**src/rtl/dmem_access.sv**
```systemverilog
// Data-memory access unit: aligns loads/stores onto an 8-byte bus, extends load data, flags misalignment.
// Latency: 2 cycles from acceptance to done with same-cycle addr_ok/data_ok; misaligned access completes in 1.
// Backpressure: stall = req_valid & ~flush & (state != DONE); the bus request is held until addr_ok.
module dmem_access #(
  parameter int XLEN = 64
) (
  input  logic            clk,
  input  logic            reset,
  input  logic            req_valid,
  input  logic            memread,
  input  logic            memwrite,
  input  logic [1:0]      msize,
  input  logic            mem_unsigned,
  input  logic [XLEN-1:0] addr,
  input  logic [XLEN-1:0] wdata,
  input  logic            flush,
  output logic            dreq_valid,
  output logic [XLEN-1:0] dreq_addr,
  output logic [2:0]      dreq_size,
  output logic [7:0]      dreq_strobe,
  output logic [XLEN-1:0] dreq_data,
  input  logic            dresp_addr_ok,
  input  logic            dresp_data_ok,
  input  logic [XLEN-1:0] dresp_data,
  output logic [XLEN-1:0] memread_data,
  output logic            done,
  output logic            stall,
  output logic            misalign
);

  typedef enum logic [1:0] {IDLE, REQ, WAIT, DONE} stateT;

  typedef struct packed {
    logic [XLEN-1:0] addr;
    logic [2:0]      size;
    logic [7:0]      strobe;
    logic [XLEN-1:0] data;
  } dreqT;

  stateT           state;
  stateT           stateNext;
  dreqT            reqQ;
  dreqT            reqNew;
  logic [2:0]      offQ;
  logic [1:0]      sizeQ;
  logic            loadQ;
  logic            unsignedQ;
  logic            misQ;
  logic            flushedQ;
  logic [XLEN-1:0] resultQ;

  logic            accept;
  logic            aligned;
  logic            respTaken;
  logic            flushNow;
  logic [7:0]      sizeMask;

  // Shift the bus word down to the accessed bytes, then sign- or zero-extend to XLEN.
  function automatic logic [XLEN-1:0] extendLoad(input logic [XLEN-1:0] raw,
                                                 input logic [2:0] off,
                                                 input logic [1:0] sz,
                                                 input logic uns);
    logic [XLEN-1:0] s;
    s = raw >> {off, 3'b000};
    case (sz)
      2'd0:    extendLoad = {{(XLEN-8){~uns & s[7]}}, s[7:0]};
      2'd1:    extendLoad = {{(XLEN-16){~uns & s[15]}}, s[15:0]};
      2'd2:    extendLoad = {{(XLEN-32){~uns & s[31]}}, s[31:0]};
      default: extendLoad = s;
    endcase
  endfunction

  assign accept    = (state == IDLE) & req_valid & ~flush;
  assign respTaken = ((state == REQ) & dresp_addr_ok & dresp_data_ok) |
                     ((state == WAIT) & dresp_data_ok);
  // A flush seen on the completion cycle itself must also squash the result.
  assign flushNow  = flushedQ | flush;

  // Alignment check and the bus request that an accepted access will issue.
  always_comb begin
    aligned  = 1'b1;
    sizeMask = 8'h01;
    case (msize)
      2'd0: begin aligned = 1'b1;               sizeMask = 8'h01; end
      2'd1: begin aligned = ~addr[0];           sizeMask = 8'h03; end
      2'd2: begin aligned = (addr[1:0] == 2'b00);  sizeMask = 8'h0F; end
      default: begin aligned = (addr[2:0] == 3'b000); sizeMask = 8'hFF; end
    endcase
    reqNew        = '0;
    reqNew.addr   = {addr[XLEN-1:3], 3'b000};
    reqNew.size   = {1'b0, msize};
    reqNew.strobe = memwrite ? (sizeMask << addr[2:0]) : 8'h00;
    reqNew.data   = memwrite ? (wdata << {addr[2:0], 3'b000}) : '0;
  end

  // State register.
  always_ff @(posedge clk or negedge reset) begin
    if (!reset) state <= IDLE;
    else        state <= stateNext;
  end

  // Next-state logic; data_ok before addr_ok in REQ is deliberately ignored.
  always_comb begin
    stateNext = state;
    case (state)
      IDLE: if (accept) stateNext = aligned ? REQ : DONE;
      REQ:  if (dresp_addr_ok) stateNext = dresp_data_ok ? DONE : WAIT;
      WAIT: if (dresp_data_ok) stateNext = DONE;
      default: stateNext = IDLE;
    endcase
  end

  // Capture request fields on acceptance, track squashes, and latch the load result.
  always_ff @(posedge clk or negedge reset) begin
    if (!reset) begin
      reqQ      <= '0;
      offQ      <= '0;
      sizeQ     <= '0;
      loadQ     <= 1'b0;
      unsignedQ <= 1'b0;
      misQ      <= 1'b0;
      flushedQ  <= 1'b0;
      resultQ   <= '0;
    end else if (accept && aligned) begin
      reqQ      <= reqNew;
      offQ      <= addr[2:0];
      sizeQ     <= msize;
      loadQ     <= memread;
      unsignedQ <= mem_unsigned;
      misQ      <= 1'b0;
      flushedQ  <= 1'b0;
      resultQ   <= '0;
    end else if (accept) begin
      misQ      <= 1'b1;
      flushedQ  <= 1'b0;
      resultQ   <= '0;
    end else begin
      if (((state == REQ) || (state == WAIT)) && flush) flushedQ <= 1'b1;
      if (respTaken)
        resultQ <= (loadQ && !flushNow) ? extendLoad(dresp_data, offQ, sizeQ, unsignedQ) : '0;
    end
  end

  // Outputs decoded from state and held registers.
  always_comb begin
    dreq_valid   = (state == REQ);
    dreq_addr    = reqQ.addr;
    dreq_size    = reqQ.size;
    dreq_strobe  = reqQ.strobe;
    dreq_data    = reqQ.data;
    memread_data = resultQ;
    done         = (state == DONE) & ~flushedQ;
    misalign     = (state == DONE) & misQ & ~flushedQ;
    stall        = req_valid & ~flush & (state != DONE);
  end

endmodule
```
**config.mk**
```make
export PLATFORM = sky130hd
export DESIGN_NAME = dmem_access
export DESIGN_NICKNAME = d
export VERILOG_FILES = /design/src/rtl/dmem_access.sv
export SDC_FILE = /design/constraint.sdc
export NUM_CORES = 1
export LEC_CHECK = 0
export BUFFER_PORTS_ARGS = -buffer_cell sky130_fd_sc_hd__buf_2
export CAP_MARGIN = 5
export CORE_AREA = 4 4 197 199
export DETAILED_ROUTE_END_ITERATION = 12
export DIE_AREA = 0 0 201 203
export GPL_TIMING_DRIVEN = 0
export PLACE_DENSITY_LB_ADDON = 0.3
export REMOVE_ABC_BUFFERS = 1
export SLEW_MARGIN = 20
export SYNTH_ARGS = -nofsm -noshare
export SYNTH_HDL_FRONTEND = slang
export SYNTH_SLANG_ARGS = --single-unit
```
**constraint.sdc**
```tcl
create_clock -name clk -period 2.3 [get_ports clk]
set_input_delay 0.115 -clock clk [delete_from_list [all_inputs] [get_ports clk]]
set_output_delay 0.115 -clock clk [all_outputs]
set_load 0.02 [all_outputs]
```
==> Word-level counts from Yosys, hierarchy flattened <==
Index checks and enable logic that the tools add are counted.
{ "word_totals": {"romBits": 0, "register_bits": 208, "wordCells": 78, "memories": 0, "latchBits": 0, "out_inout_bits": 207, "mem_bits_rw": 0} }
{ "classes": {"shift": 3, "div_mod_pow": 0, "multipliers": 0, "n_mux": 20, "bitwise_logic": 19, "n_addsub": 0, "n_eq_ne": 11, "n_reduce_logical": 14, "magnitude_cmp": 0} }
{ "op_table": {"columns": ["cell", "count"], "rows": [
  ["two-way mux 64 bit", 5],
  ["case mux 64 bit (3 select lines)", 1],
  ["left shift 64 x 6 -> 64 bit", 1],
  ["right shift 64 x 6 -> 64 bit", 1],
  ["case mux 8 bit (3 select lines)", 1],
  ["bitwise AND 1 bit", 13],
  ["equality test 2 bit (second input constant)", 4],
  ["logical NOT 2 bit", 4],
  ["two-way mux 2 bit", 4],
  ["two-way mux 8 bit", 1],
  ["left shift 8 x 3 -> 8 bit", 1],
  ["equality test 2 x 1 -> 1 bit (second input constant)", 3],
  ["two-way mux 1 bit", 6],
  ["!= test 2 bit (second input constant)", 3],
  ["case mux 2 bit (3 select lines)", 1],
  ["nonzero test 3 bit", 2],
  ["inverter 1 bit", 4],
  ["logical AND 1 bit", 3],
  ["logical NOT 3 bit", 1],
  ["case mux 1 bit (3 select lines)", 1],
  ["AND reduction 3 bit", 1],
  ["!= test 2 x 1 -> 1 bit (second input constant)", 1],
  ["OR 1 bit", 2],
  ["nonzero test 2 bit", 1],
  ["other kinds (2)", 2]
]} }

==> Depth between registers and ports, before layout <==
Gate-level depths: netlist of the first run.
{ "depth": {"depth_word": 7, "mapped_depth": 10, "depth_no_buf": 7} }

==> Worst setup path before layout of the first run <==
OpenSTA, ideal clock, no wires.
{ "synth_timing": {"path_type": "register to register", "startpoint": "register state[1]", "endpoint": "register resultQ[23], in the netlist memread_data[23]", "setup_ns": 0.066, "path_slack_ns": 0.247, "required_ns": 2.234, "arrival_time_ns": 1.986, "stages_incl_launch_ff": 10, "cell_sequence": "dfrtp_1 -> inv_1 -> ha_1 -> a21oi_1 -> nor2_1 -> and4_1 -> and2_1 -> clkbuf_1 -> clkbuf_1 -> a221o_1"} }
{ "synth_via": {"elab_chain_cells": 5, "elab_cells_between_ends": 13, "classes_between": "eq/ne: 2; mux: 2; bitwise: 6; reduce/logical: 3"} }
{ "synth_rtl": {"columns": ["element", "line", "rtl"], "rows": [
  ["start, declared", "40", "stateT state;"],
  ["start signal, assigned", "99", "else state <= stateNext;"],
  ["equality test 2 x 1 -> 1 bit", null, null],
  ["net dreq_valid", "17", "output logic dreq_valid,"],
  ["bitwise AND 1 bit (2 in series)", "74", "assign respTaken = ((state == REQ) & dresp_addr_ok & dresp_data_ok) |"],
  ["OR 1 bit", "74", null],
  ["nonzero test 3 bit (no line)", null, null],
  ["end signal, assigned", "140", "resultQ <= (loadQ && !flushNow) ? extendLoad(dresp_data, offQ, sizeQ, unsignedQ) : '0;"],
  ["end, declared", "50", "logic [XLEN-1:0] resultQ;"]
]} }
The timed path passes the listed nets, and every way through them passes these cells.
A chain may end at the register's enable or synchronous reset.

==> Worst setup path after layout of the first run <==
{ "layout_timing": {"startpoint": "register offQ[0]", "endpoint": "register resultQ[9], in the netlist memread_data[9]"} }
{ "layout_via": {"elab_chain_cells": 7} }
{ "layout_rtl": {"columns": ["element", "line", "rtl"], "rows": [
  ["start, declared", "44", "logic [2:0] offQ;"],
  ["start signal, assigned", "126", "offQ <= addr[2:0];"],
  ["right shift 64 x 6 -> 64 bit *", "64", "s = raw >> {off, 3'b000};"],
  ["bitwise AND 1 bit", "66", "2'd0: extendLoad = {{(XLEN-8){~uns & s[7]}}, s[7:0]};"],
  ["case mux 64 bit (3 select lines) *", "65", "case (sz)"],
  ["two-way mux 64 bit *", "140", null],
  ["two-way mux 64 bit *", "139", "if (respTaken)"],
  ["two-way mux 64 bit *", "133", "end else if (accept) begin"],
  ["two-way mux 64 bit *", "124", "end else if (accept && aligned) begin"]
]} }
Mark *: on every way between the ends. The rest lies on a longest branch, timed or not. The select of a mux whose other input is x is not followed.

==> impl_metrics.toml, run 1 <==
[outcome]
outcome = "completed"

[sta]
finalWorstPathRequiredPeriod_ns = 2.23
setup_viol = 0
finalMaxSlewViolations = 0
fmax_mhz = 449
slew-limit-headroom_pct = 28.9
rsz0062_at_grt = "yes"
tightest_slew_ns = 1.06
post-route-worst-setup-slack_ns = 0.0734
timing.final.crit_share_pct = 96.8
timing.final.hold_violations = 0
skew_ns = 0.0293

[synthesis]
synth_seq_cells = 208
ys_top_cells_by_area = "dfrtp_1, nand2_1, mux2i_1"
syn_avg_cell_area_sq_um = 9.25
synth.most_common_cell = "nand2_1"
ys_seq_area_share_pct = 45.6
yosysTopAreaCellShare_pct = 45.6
synth_edf_count = 0
async_flop_share_pct = 100
syn_inst = 1235
synth_warnings = 0
yosysTopAreaCell = "dfrtp_1"
netlist_area_sq_um = 11400
yosysUniqueCellTypes = 64
synth_common_cells = "nand2_1, dfrtp_1, o21ai_0, mux2i_1, nor2_1"
synth_flop_cell = "dfrtp_1"

[pwr]
clkPwrFrac_pct = 22.9
power.density_nw_per_um2 = 1180
power_uw = 18900
swShare_pct = 43.0
p_comb_share_pct = 46.6
internal_power_uw = 10800
power_frac_seq_pct = 30.6
p_leak_uw = 0.00807
p_switching_uw = 8140
ir_worst_vdd_v = 0.000740

[drt]
drt_wl_total_microns = 47300
drt_iter0_drc = 734
drt-pass1-iter-count = 5
drc = 0
routedWlPerCell_microns = 21.7
viasPerCell = 5.27
vias = 11500
ant_nets = 0

[layout]
syn2layout_area_growth_pct = 40.3
nets = 1897
fin_area_sq_um = 16000
drive_gt1_share_pct = 33.3

[global_route]
grt_start_max_net_pins = 89
grt_pass1_vias = 11800
grt_use_total_pct = 22.1
grt_pass1_wl_microns = 71600
grt_antenna_before_repair = 8
overflow = 0

[clock_tree]
clkTransAtPathRegs_ns = 0.06
cts_max_level = 1
tritoncts = "done"
cts_max_path_buffers = 3
cts_made_buffers = 26
cts_root_buf = "clkbuf_16"
clock_latency_ns = 0.56
cts.sinks = 208

[placement]
place_area_sq_um = 13900
place_worst_setup_slack_ns = -0.816
dp_hpwl_microns = 31300
io_buffers = 405
gp_congestion = 0.865

[critical_path]
startpoint = "offQ[0]"
critPathLaunchType = "flip-flop"
r2r-start = "offQ[0]"
reg2reg_slack_ns = 0.07
cp-endpoint = "memread_data[9]"
worstPathArrival_ns = 2.66
worst-setup-path-type = "flip-flop to flip-flop"
r2r-end = "memread_data[9]"
crit_path_end_kind = "flip-flop"
cp_max_fo = 42
path_buf_inv = 1
crit_chain = "buf_16 > mux4_2 > nand2_1 > o21ai_0 > a221o_1"
cpMaxStageDelayCell = "dfrtp_4"
required_ns = 2.73
path_delay_family = "flip-flops"
worst_path_largest_cell_delay_ns = 0.66
worst-r2r-cell-count = 5
cp_num_cells = 5

[die]
fp.dieW_microns = 201
fp.coreArea_sq_um = 37200
die_height_microns = 203
die_area_sq_um = 40800
io_pins = 410
initial_core_util_pct = 30.7
row_count = 71

[hold_path]
hold_class = "input pin to flip-flop"

[run]
maxCapViolations = 0
## repair_timing
item / CTS / global route
gates cloned: 5 / 2
hold endpoints to repair: 310 / 0
resized for setup: 21 / 8
pin swaps: 4 / 1
setup endpoints to repair: 160 / 96
setup buffers: 8 / 3
hold buffers: 88 / 0
## per-layer routing
layer	up-vias	global-route usage (%)	routed length, microns
met1	5566	27.1	18600
met4	10	7.13	1480
met3	96	6.52	4360
li1	5286	-	-
met2	553	37.7	22800
met5	-	0	56
## area by class of cell
class                   instances  area [sq um]
inverters                      11          45.0
clock buffers                  35           734
fillers                      3575         21200
repair buffers                524          3520
flip-flops and latches        208          5210
clock inverters                13           158
multi-input cells             917          5760
well taps                     474           593
diodes                          2          5.00
repair inverters                1          5.00
## worst register-to-register path, cell delays in order (launching register included)
cell     delay, ns
dfrtp_4       0.66
buf_16        0.30
mux4_2        0.58
nand2_1       0.10
o21ai_0       0.13
a221o_1       0.34
## logic make-up after synthesis
family	Yosys count	share of synthesized area (%)
mux	129	13.9
flops	208	45.6
fa+ha+maj	5	0.548
compound gates	311	18.1
simple gates	466	16.8
buf+inv	115	5.06
other cells	1	0.0328
## flip-flops by register name (all words and copies together) (netlist names)
| register | count |
|---|---|
| flushedQ | 1 |
| dreq_data | 64 |
| sizeQ | 2 |
| unsignedQ | 1 |
| state | 2 |
| dreq_addr | 61 |
| memread_data | 64 |
| loadQ | 1 |
| misQ | 1 |
| offQ | 3 |
| dreq_strobe | 8 |
## worst min path at each step
stage / start / endpoint / slack, ns / cells after the start
floorplan: reset / dreq_addr[10] / -0.18 / 0
global placement: addr[10] / dreq_addr[10] / 0.31 / 3
detailed placement: reset / dreq_data[53] / 0.03 / 1
CTS: memwrite / dreq_strobe[5] / 0.003 / 3
global route: memwrite / dreq_strobe[6] / 0.03 / 3
finish: wdata[10] / dreq_data[10] / 0.02 / 3
## per-stage QoR
step                      std cells   TNS, ns  util, %  hold WS [ns]
after floorplan                1134   -346.52        -        -0.181
after global placement         2013  -1431.94     36.3         0.305
after detailed placement       2029   -115.28     37.3        0.0253
after CTS                      2178         0     42.8       0.00281
after global routing           2184   -0.0912     43.1        0.0282
final                          2185         0     43.1        0.0225
## layout by cell type (no fill, tap or decap), types with 4 or more instances in the layout
| cell type | n |
|---|---|
| clkbuf_1 | 4 |
| nor2b_1 | 11 |
| a21oi_1 | 44 |
| o22ai_1 | 18 |
| inv_2 | 4 |
| mux4_2 | 22 |
| mux2_2 | 12 |
| nand3_1 | 4 |
| a22o_1 | 17 |
| a221o_1 | 23 |
| nor2_4 | 6 |
| ha_1 | 4 |
| o2bb2ai_1 | 5 |
| nor2_1 | 48 |
| dfrtp_1 | 205 |
| o21a_1 | 10 |
| o21ai_0 | 97 |
| or3_1 | 6 |
| dlygate4sd3_1 | 88 |
| buf_16 | 10 |
| nand2b_1 | 4 |
| buf_2 | 402 |
| buf_12 | 5 |
| nand2_1 | 360 |
| conb_1 | 4 |
| buf_4 | 11 |
| clkinv_2 | 7 |
| o21ai_1 | 6 |
| clkbuf_8 | 5 |
| inv_1 | 6 |
| clkbuf_16 | 28 |
| o221ai_1 | 8 |
| a211oi_1 | 17 |
| a31o_2 | 14 |
| o31ai_1 | 34 |
| mux2i_1 | 92 |
## power by group through the flow
stage	combinational [uW]	sequential (uW)	clock (uW)
after floorplan	3380	7260	0
after global placement	7550	6070	0
after detailed placement	8240	5820	0
after CTS	8750	5780	4430
after global routing	9540	5950	4580
final	8820	5790	4330
(Power assumes the default switching activity.)
==> run 2, diff against run 1 <==
CTS_BUF_LIST = sky130_fd_sc_hd__clkbuf_4 sky130_fd_sc_hd__clkbuf_8   (was unset)
==> impl_metrics.toml, run 2 (same netlist as run 1, synthesis figures left out) <==
[drt]
vias = 11700
drc = 0
drt-pass1-iter-count = 5
viasPerCell = 5.23
routedWlPerCell_microns = 21.5
drt_wl_total_microns = 48100
ant_nets = 0
drt_iter0_drc = 809

[layout]
drive_gt1_share_pct = 34.0
nFillCells = 3558
nets = 1939
utilization_pct = 44.1
fin_cells = 2238
syn2layout_area_growth_pct = 43.8
final_common_cell = "buf_2"
mostFrequentLayoutCells = "buf_2, nand2_1, dfrtp_1"

[global_route]
grt_pass1_wl_microns = 73000
overflow = 0
grt_use_total_pct = 22.6
grt_start_max_net_pins = 89
grt_pass1_vias = 12200
grt_antenna_before_repair = 6

[critical_path]
required_ns = 2.77
critPathLaunchType = "flip-flop"
reg2reg_slack_ns = 0.08
worstPathArrival_ns = 2.69
crit_path_end_kind = "flip-flop"
worst-r2r-cell-count = 5
crit_chain = "buf_16 > mux4_2 > nand2_1 > o21ai_0 > a221o_1"
r2r-start = "offQ[0]"
r2r-end = "memread_data[9]"
cpMaxStageDelayCell = "dfrtp_4"
worst-setup-path-type = "flip-flop to flip-flop"
worst_path_largest_cell_delay_ns = 0.66
cp_max_fo = 42

[hold_path]
hold_class = "input pin to flip-flop"
hold_path_depth = 5
min_to = "dreq_data[58]"
hold_start = "wdata[50]"

[pwr]
power.density_nw_per_um2 = 1180
p_switching_uw = 8210
internal_power_uw = 11200
p_comb_share_pct = 45.5
clkPwrFrac_pct = 24.7
power_frac_seq_pct = 29.8
p_leak_uw = 0.00828
ir_worst_vdd_v = 0.000641
swShare_pct = 42.2

[clock_tree]
clkTransAtPathRegs_ns = 0.06
clock_latency_ns = 0.58
cts.sinks = 208
cts_max_path_buffers = 3
cts_made_buffers = 42
cts_max_level = 2
cts_root_buf = "clkbuf_8"
tritoncts = "done"

[die]
row_count = 71
fp.coreArea_sq_um = 37200
die_area_sq_um = 40800
io_pins = 410
initial_core_util_pct = 30.7
fp.dieW_microns = 201
die_height_microns = 203

[sta]
skew_ns = 0.0184
tightest_slew_ns = 1.10
timing.final.crit_share_pct = 96.7
post-route-worst-setup-slack_ns = 0.0751
tns_ns = 0
fmax_mhz = 449
timing.final.hold_violations = 0
finalMaxSlewViolations = 0
setup_viol = 0
finalWorstPathRequiredPeriod_ns = 2.22
slew-limit-headroom_pct = 26.5

[placement]
place_worst_setup_slack_ns = -0.816
gp_congestion = 0.865
io_buffers = 405
place_inst = 2029
dp_hpwl_microns = 31300

[run]
maxCapViolations = 0

[outcome]
outcome = "completed"
==> run 2: changes by cell type in the layout (fill, tap and decap cells not counted), sizes merged <==
cell,change
clkinv,-5
dlygate4sd3,+25
buf,+1
clkbuf,+28
bufinv,+4
clkinvlp,-1
inv,+1
==> run 2: how the worst max path moves through the flow <==
stage                         from              end  cells past startpoint
after floorplan           state[0]    dreq_data[40]                      7
final                      offQ[0]  memread_data[9]                      5
after global routing      state[0]         state[0]                      7
after global placement     addr[0]    dreq_data[59]                      6
after detailed placement   addr[1]    dreq_data[23]                      8
after CTS                 state[1]     dreq_data[7]                      9
==> run 2: layer usage <==
metal / part of all wire (%) / GRT usage [%]
met2: 48 / 38.3
met5: 0.071 / 0
met1: 39 / 26.9
met4: 3.6 / 9.41
met3: 9.2 / 6.88
==> run 2: timing repair <==
| item | in CTS | in global routing |
|---|---|---|
| buffers inserted | 7 | 4 |
| endpoints found under the setup margin | 159 | 79 |
| endpoints found under the hold margin | 337 | 0 |
| resized for setup | 22 | 6 |
| hold buffers | 114 | 0 |
| pin swaps | 4 | 0 |
| gates cloned | 5 | 2 |
==> run 2: layout make-up <==
cell class / instances / area (sq um) / share of cell area [%]
Multi-Input combinational cell: 917 / 5750 / 35.0
Inverter: 11 / 45.0 / 0.274
Tap cell: 474 / 593 / 3.61
Timing Repair inverter: 1 / 5.00 / 0.0305
Clock buffer: 63 / 798 / 4.86
Antenna cell: 2 / 5.00 / 0.0305
Sequential cell: 208 / 5210 / 31.7
Clock inverter: 12 / 239 / 1.46
Timing Repair Buffer: 550 / 3780 / 23.0
==> run 2: critical path, delay by kind of cell, from the launching register on <==
| family | cells | cell delay, ns |
|---|---|---|
| DFF | 1 | 0.66 |
| muxes | 1 | 0.57 |
| AOI/OAI and AO/OA | 2 | 0.47 |
| buffers and inverters | 1 | 0.30 |
| and+or+nand+nor | 1 | 0.09 |
==> run 2: power groups by stage <==
stage          sequential, uW  combinational (uW)  clock (uW)
2_1_floorplan            7260                3380           0
5_1_grt                  5950                9560        5080
6_report                 5790                8850        4800
3_5_place_dp             5820                8240           0
3_3_place_gp             6070                7550           0
4_1_cts                  5780                8740        4940
==> run 2: through the flow <==
| step | total power [uW] | hold WS [ns] | area [sq um] |
|---|---|---|---|
| after floorplan | 10600 | -0.181 | 10900 |
| after global placement | 13600 | 0.305 | 13500 |
| after detailed placement | 14100 | 0.0253 | 13900 |
| after CTS | 19500 | 0.00000761 | 16300 |
| after global routing | 20600 | 0.0559 | 16400 |
| final | 19400 | 0.0385 | 16400 |
==> run 3, diff against run 2 <==
clock period = 2.6 ns   (was 2.3 ns; I/O delays follow)
==> impl_metrics.toml, run 3 (same netlist as run 1, synthesis figures left out) <==
[die]
die_height_microns = 203
die_area_sq_um = 40800
fp.dieW_microns = 201
initial_core_util_pct = 30.7
io_pins = 410
row_count = 71
fp.coreArea_sq_um = 37200

[hold_path]
hold_start = "wdata[56]"
min_to = "dreq_data[56]"
hold_path_depth = 5
hold_class = "input pin to flip-flop"

[layout]
mostFrequentLayoutCells = "buf_2, nand2_1, dfrtp_1"
drive_gt1_share_pct = 33.2
utilization_pct = 43.3
nets = 1920
syn2layout_area_growth_pct = 41.1
fin_cells = 2220
final_common_cell = "buf_2"

[critical_path]
worst_path_largest_cell_delay_ns = 0.42
worst-r2r-cell-count = 9
reg2reg_slack_ns = 0.15
critPathLaunchType = "flip-flop"
cpMostUsedCell = "buf_12"
cp_num_cells = 9
worstPathArrival_ns = 2.93
r2r-end = "dreq_data[23]"
crit_chain = "inv_1 > ha_1 > inv_1 > or2_1 > or2_4 > buf_12 > buf_12 > buf_12 > o31ai_1"
cpMaxStageDelayCell = "dfrtp_1"
path_buf_inv = 5
path_delay_family = "buffers and inverters"
worst-setup-path-type = "flip-flop to flip-flop"
r2r-start = "state[0]"
crit_path_end_kind = "flip-flop"
cp_max_fo = 55
required_ns = 3.08

[sta]
timing.final.hold_violations = 0
tns_ns = 0
finalMaxSlewViolations = 0
skew_ns = 0.0195
tightest_slew_ns = 1.10
finalWorstPathRequiredPeriod_ns = 2.45
timing.final.crit_share_pct = 94.4
setup_viol = 0
slew-limit-headroom_pct = 26.5
fmax_mhz = 408
rsz0062_at_grt = "no"
hold_ws_ns = 0.0490

[pwr]
power.density_nw_per_um2 = 1050
internal_power_uw = 9860
p_comb_share_pct = 45.0
clkPwrFrac_pct = 24.9
power_uw = 17000
power_frac_seq_pct = 30.1
swShare_pct = 42.0
p_switching_uw = 7150
p_leak_uw = 0.00813
ir_worst_vdd_v = 0.000541

[global_route]
grt_pass1_vias = 12000
grt_use_total_pct = 21.9
overflow = 0
grt_start_max_net_pins = 89
grt_pass1_wl_microns = 71000
grt_antenna_before_repair = 7

[drt]
drt_iter0_drc = 763
wl_met1_microns = 18200
vias = 11600
viasPerCell = 5.22
drc = 0
routed-wl-met2_microns = 22100
ant_nets = 0
drt-pass1-iter-count = 5
routedWlPerCell_microns = 20.8
drt_wl_total_microns = 46100
dr_wl_met3_microns = 4210
routed.top_layer = "met5"

[outcome]
outcome = "completed"

[clock_tree]
cts.sinks = 208
cts_max_level = 2
tritoncts = "done"
cts_root_buf = "clkbuf_8"
clock_latency_ns = 0.59
cts_max_path_buffers = 3
clkTransAtPathRegs_ns = 0.06
cts_made_buffers = 42

[placement]
place_inst = 2029
dp_hpwl_microns = 31300
gp_congestion = 0.865
io_buffers = 405

[run]
maxCapViolations = 0
[run 3: layout make-up]
cell class	instances	area, sq um
antenna	3	7.51
clock buffer	63	798
clock inverter	12	239
fill	3597	21100
inverter	11	45.0
multi-input combinational	916	5690
sequential	208	5210
tap	474	593
timing repair buffer	532	3530
timing repair inverter	1	5.00
[run 3: worst max-delay path by stage]
stage,startpoint,end
after global placement,addr[0],dreq_data[59]
after floorplan,state[0],dreq_data[40]
final,state[0],dreq_data[23]
after CTS,state[0],dreq_data[36]
after detailed placement,addr[1],dreq_data[23]
after global routing,state[0],dreq_data[23]
[run 3: power by group through the flow]
stage / sequential, uW / combinational [uW] / clock, uW
after detailed placement: 5150 / 7290 / 0
after floorplan: 6420 / 2990 / 0
after CTS: 5140 / 7480 / 4370
after global placement: 5390 / 6750 / 0
final: 5120 / 7660 / 4230
after global routing: 5250 / 8290 / 4490
[run 3: through the flow]
step / setup slack, ns / area [sq um]
final: 0.146 / 16100
after global routing: 0.00375 / 16100
after CTS: 0.0531 / 16100
after detailed placement: -0.531 / 13900
after global placement: -5.26 / 13500
after floorplan: -1.78 / 10900
[run 3: routing by layer]
metal  vias up  GRT usage [%]
met5         -              0
met4         4           9.12
met3       105           6.88
met2       541           36.7
met1      5614           26.2
li1       5326              -
[run 3: worst min-delay path, cell delays in order]
cell and delay (ns):
buf_2 0.08, mux2i_1 0.06, nand2_1 0.07, a31o_2 0.14, a22o_1 0.11
[run 3: repair_timing]
action                                  in CTS  in global routing
setup buffers                                2                  2
pin swaps                                    2                  1
hold endpoints to repair                   329                  0
gates cloned                                 2                  0
hold buffers                               107                  0
gates resized for setup                      6                  4
endpoints found under the setup margin      59                 58
